===== config.mk =====
export PLATFORM = sky130hd
export DESIGN_NAME = bus_arbiter
export DESIGN_NICKNAME = d
export VERILOG_FILES = /design/src/rtl/bus_pkg.sv /design/src/rtl/bus_arb_prio.sv /design/src/rtl/bus_arbiter.sv
export SDC_FILE = /design/constraint.sdc
export NUM_CORES = 1
export LEC_CHECK = 0
export CORE_ASPECT_RATIO = 0.5
export CORE_MARGIN = 5
export CORE_UTILIZATION = 41
export CTS_BUF_LIST = sky130_fd_sc_hd__clkbuf_8 sky130_fd_sc_hd__clkbuf_16
export DETAILED_ROUTE_END_ITERATION = 7
export PLACE_DENSITY = 0.84
export SLEW_MARGIN = 20
export SYNTH_ARGS = -nofsm -noshare
export SYNTH_HDL_FRONTEND = slang
export SYNTH_SLANG_ARGS = --single-unit

===== constraint.sdc =====
create_clock -name clk_i -period 2.45 [get_ports clk_i]
set_input_delay 0.49 -clock clk_i [delete_from_list [all_inputs] [get_ports clk_i]]
set_output_delay 0.49 -clock clk_i [all_outputs]
set_load 0.005 [all_outputs]

===== src/rtl/bus_pkg.sv =====
// bus_pkg: shared types for the I/D bus arbiter.
//   bus_state_e - arbiter FSM states (IDLE/ISSUE/WAIT)
//   bus_src_e   - which requester owns the in-flight access
//   mem_cmd_t   - one captured memory command (addr, wdata, mask, we)
package bus_pkg;

    localparam int unsigned ADDR_W = 32;
    localparam int unsigned DATA_W = 32;
    localparam int unsigned MASK_W = 4;

    typedef enum logic [1:0] {
        IDLE  = 2'd0,
        ISSUE = 2'd1,
        WAIT  = 2'd2
    } bus_state_e;

    typedef enum logic {
        SRC_I = 1'b0,
        SRC_D = 1'b1
    } bus_src_e;

    typedef struct packed {
        logic [ADDR_W-1:0] addr;
        logic [DATA_W-1:0] wdata;
        logic [MASK_W-1:0] mask;
        logic              we;
    } mem_cmd_t;

endpackage


===== src/rtl/bus_arb_prio.sv =====
// bus_arb_prio: requester priority select with starvation guard.
//   clk_i, reset_i - clock, synchronous active-high reset
//   iReq, dReq     - instruction / data requests
//   idle           - arbiter can accept a request this cycle
//   iWin, dWin     - combinational winner (at most one high, only when idle)
// Data wins by default; once the instruction side has lost STARVE_MAX
// arbitrations in a row while requesting, it wins the next one.
module bus_arb_prio #(
    parameter int unsigned STARVE_MAX = 4
) (
    input  logic clk_i,
    input  logic reset_i,
    input  logic iReq,
    input  logic dReq,
    input  logic idle,
    output logic iWin,
    output logic dWin
);

    localparam int unsigned SW = $clog2(STARVE_MAX + 1);
    localparam logic [SW-1:0] STARVE_LIM = SW'(STARVE_MAX);

    logic [SW-1:0] starve_cnt;

    always_comb begin
        iWin = idle && iReq && (!dReq || (starve_cnt == STARVE_LIM));
        dWin = idle && dReq && !iWin;
    end

    always_ff @(posedge clk_i) begin
        if (reset_i) begin
            starve_cnt <= '0;
        end else if (!iReq || iWin) begin
            starve_cnt <= '0;
        end else if (dWin && (starve_cnt != STARVE_LIM)) begin
            starve_cnt <= starve_cnt + SW'(1);
        end
    end

endmodule


===== src/rtl/bus_arbiter.sv =====
// bus_arbiter: shares one fixed-latency single-ported memory between the
// instruction-fetch read port and the data read/write port.
//   clk_i, reset_i             - clock, synchronous active-high reset
//   iReq_i/iAddr_i/iGnt_o      - instruction request, address, accept pulse
//   iRData_o/iValid_o          - instruction read data and its valid pulse
//   dReq_i/dWe_i/dAddr_i/
//   dWData_i/dWMask_i/dGnt_o   - data request, payload, accept pulse
//   dRData_o/dValid_o          - data read data and its valid pulse (reads)
//   memAddr_o/memWData_o/
//   memWMask_o/memRd_o/memWe_o - registered memory command
//   memRData_i                 - memory read data, LATENCY cycles after memRd_o
//   busy_o                     - arbiter not in IDLE
module bus_arbiter
    import bus_pkg::*;
#(
    parameter int unsigned LATENCY    = 1,
    parameter int unsigned STARVE_MAX = 4
) (
    input  logic              clk_i,
    input  logic              reset_i,
    input  logic              iReq_i,
    input  logic [ADDR_W-1:0] iAddr_i,
    output logic              iGnt_o,
    output logic [DATA_W-1:0] iRData_o,
    output logic              iValid_o,
    input  logic              dReq_i,
    input  logic              dWe_i,
    input  logic [ADDR_W-1:0] dAddr_i,
    input  logic [DATA_W-1:0] dWData_i,
    input  logic [MASK_W-1:0] dWMask_i,
    output logic              dGnt_o,
    output logic [DATA_W-1:0] dRData_o,
    output logic              dValid_o,
    output logic [ADDR_W-1:0] memAddr_o,
    output logic [DATA_W-1:0] memWData_o,
    output logic [MASK_W-1:0] memWMask_o,
    output logic              memRd_o,
    output logic              memWe_o,
    input  logic [DATA_W-1:0] memRData_i,
    output logic              busy_o
);

    localparam int unsigned CW = $clog2(LATENCY + 1);

    bus_state_e        state_q, state_d;
    mem_cmd_t          cmd_q, cmd_win;
    bus_src_e          src_q;
    logic [CW-1:0]     lat_cnt_q;
    logic              mem_rd_q, mem_we_q;
    logic [DATA_W-1:0] i_rdata_q, d_rdata_q;
    logic              i_valid_q, d_valid_q;
    logic              idle, i_win, d_win;

    // Gating with reset keeps a request from being "accepted" in a cycle
    // whose state update is discarded.
    assign idle = (state_q == IDLE) && !reset_i;

    bus_arb_prio #(
        .STARVE_MAX(STARVE_MAX)
    ) u_prio (
        .clk_i  (clk_i),
        .reset_i(reset_i),
        .iReq   (iReq_i),
        .dReq   (dReq_i),
        .idle   (idle),
        .iWin   (i_win),
        .dWin   (d_win)
    );

    always_comb begin
        cmd_win = '0;
        if (d_win) begin
            cmd_win.addr  = dAddr_i;
            cmd_win.wdata = dWData_i;
            cmd_win.mask  = dWMask_i;
            cmd_win.we    = dWe_i;
        end else begin
            cmd_win.addr  = iAddr_i;
        end
    end

    always_comb begin
        state_d = state_q;
        case (state_q)
            IDLE:    if (i_win || d_win) state_d = ISSUE;
            ISSUE:   state_d = cmd_q.we ? IDLE : WAIT;
            WAIT:    if (lat_cnt_q == CW'(1)) state_d = IDLE;
            default: state_d = IDLE;
        endcase
    end

    always_ff @(posedge clk_i) begin
        if (reset_i) begin
            state_q   <= IDLE;
            cmd_q     <= '0;
            src_q     <= SRC_I;
            lat_cnt_q <= '0;
            mem_rd_q  <= 1'b0;
            mem_we_q  <= 1'b0;
            i_rdata_q <= '0;
            d_rdata_q <= '0;
            i_valid_q <= 1'b0;
            d_valid_q <= 1'b0;
        end else begin
            state_q   <= state_d;
            mem_rd_q  <= 1'b0;
            mem_we_q  <= 1'b0;
            i_valid_q <= 1'b0;
            d_valid_q <= 1'b0;
            case (state_q)
                IDLE: begin
                    // Strobes are loaded on the grant edge so they are
                    // visible exactly during the ISSUE cycle.
                    if (i_win || d_win) begin
                        cmd_q    <= cmd_win;
                        src_q    <= d_win ? SRC_D : SRC_I;
                        mem_rd_q <= !cmd_win.we;
                        mem_we_q <= cmd_win.we;
                    end
                end
                ISSUE: begin
                    if (!cmd_q.we) lat_cnt_q <= CW'(LATENCY);
                end
                WAIT: begin
                    if (lat_cnt_q == CW'(1)) begin
                        if (src_q == SRC_D) begin
                            d_rdata_q <= memRData_i;
                            d_valid_q <= 1'b1;
                        end else begin
                            i_rdata_q <= memRData_i;
                            i_valid_q <= 1'b1;
                        end
                    end else begin
                        lat_cnt_q <= lat_cnt_q - CW'(1);
                    end
                end
                default: ;
            endcase
        end
    end

    assign iGnt_o     = i_win;
    assign dGnt_o     = d_win;
    assign iRData_o   = i_rdata_q;
    assign iValid_o   = i_valid_q;
    assign dRData_o   = d_rdata_q;
    assign dValid_o   = d_valid_q;
    assign memAddr_o  = cmd_q.addr;
    assign memWData_o = cmd_q.wdata;
    assign memWMask_o = cmd_q.mask;
    assign memRd_o    = mem_rd_q;
    assign memWe_o    = mem_we_q;
    assign busy_o     = (state_q != IDLE);

endmodule


==> impl_results.md, run 1 <==
* Status: finished, final reports clean
* Minimum clock period at 2390 ps
* Die Wd at 180 µm
* Nature of the critical path endpoint: primary output
* Worst slew pin tran at approximately 850 ps
* Most frequent cells in the layout: clkdlybuf4s50_1, dfxtp_1, nand2_1, a21oi_1, nor3_1
* Worst hold slack at 452 ps
* Endpoints failing hold at 0
* CTS tree: built
* Layout area overhead at 51.4%
* Filler instances at 1169
* Internal power at between 4000 and 5000 µW
* Syn_area_per_cell at 8.63 µm²
* Net Sw Power at 1640 µW
* Max Cap Viol at 0
* Overflow after GRT at 0
* Die Y at ~95 µm
* Vias in the first global route at roughly 5600
* CTS max path bufs at 2
* Data required, critical path at 1960 ps
* Reg clk slew, reported paths at 60 ps
* Global-route wire length before repair at 29300 µm
* Crit path DAT at around 1900 ps
* DP HPWL at around 13000 µm
* Pre-Repair DR Iteration Count at 6
* Fin. max-slew vios at 0
* Worst vdd ir at 0.452 mV
* Clock sink count at 144
* Antenna violations before repair at 0
* Vias per cell at 5.35
* Clk Latency, worst-skew pair at 410 ps
* Diodes inserted at 0
* HP Class: register to register
* Sequential power share at 0.408
* Levels on crit path at 4
* IO Pins at 276
* Core Area at 14400 µm²
* Leak at ~0.0031 µW
* Root buf cell: clkbuf_16
* DRT Wirelength at ~19000 µm
* Tcrit/Tclk final at 0.974
* Mapped Area at between 5000 and 6000 µm²
* Worst reg-to-reg path cell count at 6
* H-Tree Depth at 4
* Setup CP Type: primary input to primary output
* Mapped Cells at around 690
* Share of layout cells above drive strength 1 at 0.0732
* Die Area at 17200 µm²
* Sequential area share after synthesis at 0.485
* Post-CTS Hold Buffers at 0
* Yosys warnings at 0
* Initial DRC Count at 486
* Clock Power Share at 0.431
* Synth unique cells at 34
* Switching part of the total at 0.262
* FMAX at ~0.42 GHz
* CTS Buf Count at 17
* Final setup fails at 0
* Largest net degree at the start of global routing at 84
* Logic pwr share at 0.160
* Critical Path Start Type: primary input
* Syn Nets at between 800 and 900
* Via count at 5807
* Routability cong. at 0.796
* RSZ-0062 raised after global routing: false
* CP cell instances: clkdlybuf4s50_1 -> or4b_4 -> nor2_8 -> dlygate4sd2_1
* Worst Clk Skew at 15.4 ps
* ANT nets after route at 0
* Slew HR at 0.432
* Port bufs at about 280
* Layout net count at 1014
* Post-Place Cells at 1053
* GRT Overall Usage at 0.209
* Design Power at 6260 µW
* Hold depth at 2
* CP bufs+invs at 2
* Std cell rows at 31
* Number of synthesized register bits at 144
* Max incr delay on CP at 520 ps
* Worst path top cell family by delay: buffers and inverters
* Commonest non-fill, non-tap cell in the layout: clkdlybuf4s50_1
* Avg WL per Cell at 17.6 µm
* Finished Layout Cells at 1086
* DR DRC count at 0
* Initial core utilization at 0.414
* Worst-path fanout max at 2
* Slowest library cell on the worst path: or4b_4
* Pwr per Cell Area at 696 nW/µm²
[flip-flops by register name, indices dropped and copies added (netlist names)]
register and count:
dRData_o 32, iRData_o 32, memAddr_o 32, memWData_o 32, memWMask_o 4, u_prio.starve_cnt 3, state_q 2, cmd_q 1
dValid_o 1, iValid_o 1, lat_cnt_q 1, memRd_o 1, memWe_o 1, src_q 1
[power by group through the flow]
| stage | clock network [µW] | logic (µW) | registers [µW] |
|---|---|---|---|
| finish | 2700 | 1000 | 2560 |
| CTS | 2750 | 1010 | 2560 |
| global placement | 0 | 979 | 2600 |
| global route | 2870 | 1080 | 2570 |
| detailed placement | 0 | 999 | 2610 |
| floorplan | 0 | 532 | 2590 |
[synth_stat cells, drive strengths merged]
cell	count	area [µm²]
or3	1	6.26
nand4b	1	8.76
o21ai	8	40.0
a22o	31	272
nor4bb	1	10.0
buf	87	629
ha	2	25.0
or2	1	6.26
nand3	8	40.0
dfxtp	144	2880
nor2	6	41.3
nand2	130	488
a2111oi	32	280
a21boi	1	7.51
nor3	34	170
nor4	32	200
nand3b	1	7.51
nand4bb	1	11.3
and3	2	12.5
inv	4	15.0
clkbuf	45	169
and2	1	6.26
a21o	2	15.0
nor2b	1	6.26
a21oi	108	541
nor4b	1	15.0
or4b	1	10.0
nor3b	1	7.51
and4b	2	20.0
[cell type report]
type | count | area (µm²) | area share
repair buffers | 299 | 2950 | 0.328
flip-flops and latches | 144 | 2880 | 0.320
multi-input cells | 409 | 2280 | 0.254
clock buffers | 17 | 425 | 0.0473
well taps | 198 | 248 | 0.0275
clock inverters | 15 | 193 | 0.0214
inverters | 4 | 15.0 | 0.00167
[stage by stage]
stage                     instance area (µm²)   util  setup WS, ps  setup TNS (ps)
after global routing                     9000  0.627          21.9               0
after floorplan                          5940      -           559               0
final                                    9000  0.627          64.0               0
after detailed placement                 8370  0.583          -299            -353
after CTS                                9000  0.627          61.7               0
after global placement                   8370  0.583          -241            -253
[worst register-to-register path: stages (launching register included)]
cell     delay (ps)
dfxtp_1         330
inv_1            80
ha_1            230
and3_1          350
buf_4           410
nor3_1           90
nor4_1          270
[logic make-up (layout without fill, tap and decap cells)]
kind of cell             Yosys count  in the layout  share of synthesized area
AND/OR/NAND/NOR                  225            225                      0.180
AO/OA/AOI/OAI                    182            182                      0.194
flip-flops                       144            144                      0.485
buffers and inverters            136            335                      0.137
adder cells (fa/ha/maj)            2              2                    0.00421
[final timing paths]
kind,startpoint,slack (ps),end
setup reg to reg,u_prio.starve_cnt[0]$_SDFFE_PP0P_,600,memAddr_o[28]$_SDFFE_PP0P_
hold / removal,dRData_o[0]$_SDFFE_PP0P_,450,dRData_o[0]$_SDFFE_PP0P_
setup / recovery,dReq_i,60,dGnt_o
hold reg to reg,dRData_o[0]$_SDFFE_PP0P_,450,dRData_o[0]$_SDFFE_PP0P_
[timing repair]
action | CTS | global route
setup buffers | 1 | 0
gates resized for setup | 3 | 0
setup endpoints to repair | 2 | 0
[routing by layer]
metal,global-route usage,vias to the layer above,routed length (µm)
met5,0,-,0
met4,0.0937,0,638
met3,0.0408,46,1150
met2,0.391,274,10000
met1,0.236,2747,7330
li1,-,2740,-
Power figures use the tool's default switching activity.
==> inputs of run 2 (changes only) <==
--- a/config.mk
+++ b/config.mk
@@ -10,7 +10,8 @@
 export CORE_UTILIZATION = 41
 export CTS_BUF_LIST = sky130_fd_sc_hd__clkbuf_8 sky130_fd_sc_hd__clkbuf_16
 export DETAILED_ROUTE_END_ITERATION = 7
-export PLACE_DENSITY = 0.84
+export PLACE_DENSITY_LB_ADDON = 0.15
+export SKIP_LAST_GASP = 1
 export SLEW_MARGIN = 20
 export SYNTH_ARGS = -nofsm -noshare
 export SYNTH_HDL_FRONTEND = slang
==> impl_results.md, run 2 (synthesis gave the netlist of run 1 again) <==
* DP HPWL at 12200 µm (-7.8%)
* Global-route wire length before repair at 29100 µm (-0.73%)
* Die Y at 95.1 µm (unchanged)
* Slowest library cell on the worst path: or4b_4
* Setup Fix Bufs, Post-CTS at 0 (-1)
* CP cell instances: clkdlybuf4s50_1 -> or4b_4 -> nor2_8 -> dlygate4sd2_1
* Initial core utilization at 0.414 (unchanged)
* DRT Wirelength at 18400 µm (-3.7%)
* Max incr delay on CP at 510 ps (about the same)
* Antenna violations before repair at 0 (unchanged)
* Tcrit/Tclk final at 0.968 (-0.00566)
* Placed Area at 8380 µm² (about the same)
* Most frequent cells in the layout: clkdlybuf4s50_1, dfxtp_1, nand2_1, a21oi_1, nor3_1
* Minimum clock period at 2370 ps (-13.9 ps)
* Setup CP Type: primary input to primary output
* Leak at 0.00312 µW (-0.49%)
* Vias in the first global route at 5493 (-2.7%)
* Status: finished, final reports clean
* Core Area at 14400 µm² (unchanged)
* Share of layout cells above drive strength 1 at 0.0721 (-0.00113)
* CP bufs+invs at 2 (unchanged)
* Levels on crit path at 4 (unchanged)
* CTS Buf Count at 17 (unchanged)
* DR DRC count at 0 (unchanged)
* Critical Path Start Type: primary input
* Die Area at 17200 µm² (unchanged)
* Initial DRC Count at 340 (-30%)
* Layout net count at 1014 (unchanged)
* Post-route cell area at 8950 µm² (-0.57%)
* Std cell rows at 31 (unchanged)
* Layout area overhead at 50.5%
* Hold depth at 1 (-1)
* Pwr per Cell Area at 675 nW/µm² (-3.0%)
* Worst-path fanout max at 2 (unchanged)
* Crit path DAT at 1880 ps (-20 ps)
* Endpoints failing hold at 0 (unchanged)
* Data required, critical path at 1960 ps (about the same)
* Final setup fails at 0 (unchanged)
* Max Cap Viol at 0 (unchanged)
* Vias per cell at 5.13 (-4.0%)
* Final Util at 0.623 (-0.00358)
* Root buf cell: clkbuf_16
* Worst hold slack at 448 ps (-4.69 ps)
* Hold wc startpoint: cmd_q[0]$_SDFFE_PP0P_
* Worst reg-to-reg path cell count at 6 (unchanged)
* Worst vdd ir at 0.510 mV (+13%)
* Worst path top cell family by delay: buffers and inverters
* R2r startpoint: u_prio.starve_cnt[0]$_SDFFE_PP0P_
* Post-CTS Hold Buffers at 0 (unchanged)
* Worst slew pin tran at 1090 ps (+236 ps)
* Largest net degree at the start of global routing at 101 (+20%)
* Reg-to-Reg End: memAddr_o[20]$_SDFFE_PP0P_
* Nature of the critical path endpoint: primary output
* Commonest non-fill, non-tap cell in the layout: clkdlybuf4s50_1
* Port bufs at 275 (unchanged)
* HP Class: register to register
* RSZ-0062 raised after global routing: false
* Die Wd at 180 µm (unchanged)
* H-Tree Depth at 4 (unchanged)
* Reg clk slew, reported paths at 60 ps (about the same)
* CTS tree: built
* IO Pins at 276 (unchanged)
* Clock sink count at 144 (unchanged)
* Worst Clk Skew at 12.2 ps (-3.23 ps)
* Overflow after GRT at 0 (unchanged)
* Slew HR at 0.275 (-0.157)
* Avg WL per Cell at 17.0 µm (-3.7%)
* Clk Latency, worst-skew pair at 410 ps (about the same)
* Pre-Repair DR Iteration Count at 7 (+1)
* Reg2Reg Setup Slack at 640 ps (+40 ps)
* Fin. max-slew vios at 0 (unchanged)
* Via count at 5576 (-4.0%)
* CTS max path bufs at 2 (unchanged)
* GRT Overall Usage at 0.207 (-0.00253)
* ANT nets after route at 0 (unchanged)
* Diodes inserted at 0 (unchanged)
* FMAX at 0.422 GHz (+0.58%)
* Hold EP: cmd_q[0]$_SDFFE_PP0P_
* Routability cong. at 0.782 (-1.7%)
-- run 2: changes by cell type in the layout (fill, tap and decap cells not counted), moves of 2 or more --
| cell | change |
|---|---|
| bufinv_16 | -2 |
| clkinv_4 | +2 |
| clkinv_8 | -2 |
| inv_8 | +3 |
-- run 2: power breakdown --
group	internal [µW]	switching (µW)	total, µW
clock	1360	1140	2500
sequential	2480	74.3	2550
combinational	580	408	988
-- run 2: routing by layer --
layer / part of all wire / track usage
met1: 0.43 / 0.254
met2: 0.47 / 0.353
met3: 0.076 / 0.0720
met4: 0.016 / 0.0522
met5: 0 / 0
-- run 2: worst reg2reg max path, delay by kind of cell, from the launching register on --
family                   cells  cell delay (ps)
adder cells (fa/ha/maj)      1              230
buffers and inverters        2              500
flip-flops                   1              330
AND/OR/NAND/NOR              3              660
-- run 2: how the worst max path moves through the flow --
stage	from	end	slack (ps)
floorplan	reset_i	dGnt_o	560
global placement	dReq_i	dGnt_o	-270
detailed placement	dReq_i	dGnt_o	-260
CTS	dReq_i	dGnt_o	70
global route	dReq_i	dGnt_o	60
finish	dReq_i	dGnt_o	80
-- run 2: timing repair --
item	in CTS	in global routing
setup endpoints to repair	2	0
hold endpoints to repair	0	0
gates resized for setup	3	0
-- run 2: layout make-up --
type / count / area, µm²
Multi-Input combinational cell: 409 / 2280
Inverter: 4 / 15.0
Tap cell: 198 / 248
Sequential cell: 144 / 2880
Clock buffer: 17 / 425
Clock inverter: 15 / 141
Fill cell: 1270 / 5410
Timing Repair Buffer: 299 / 2950
-- run 2: stage by stage --
| stage | total power, µW | TNS (ps) | cells | setup slack, ps |
|---|---|---|---|---|
| after floorplan | 3120 | 0 | 689 | 559 |
| after global placement | 3580 | -322 | 1054 | -273 |
| after detailed placement | 3600 | -280 | 1054 | -264 |
| after CTS | 6110 | 0 | 1086 | 72.8 |
| after global routing | 6290 | 0 | 1086 | 59.5 |
| final | 6040 | 0 | 1086 | 77.8 |
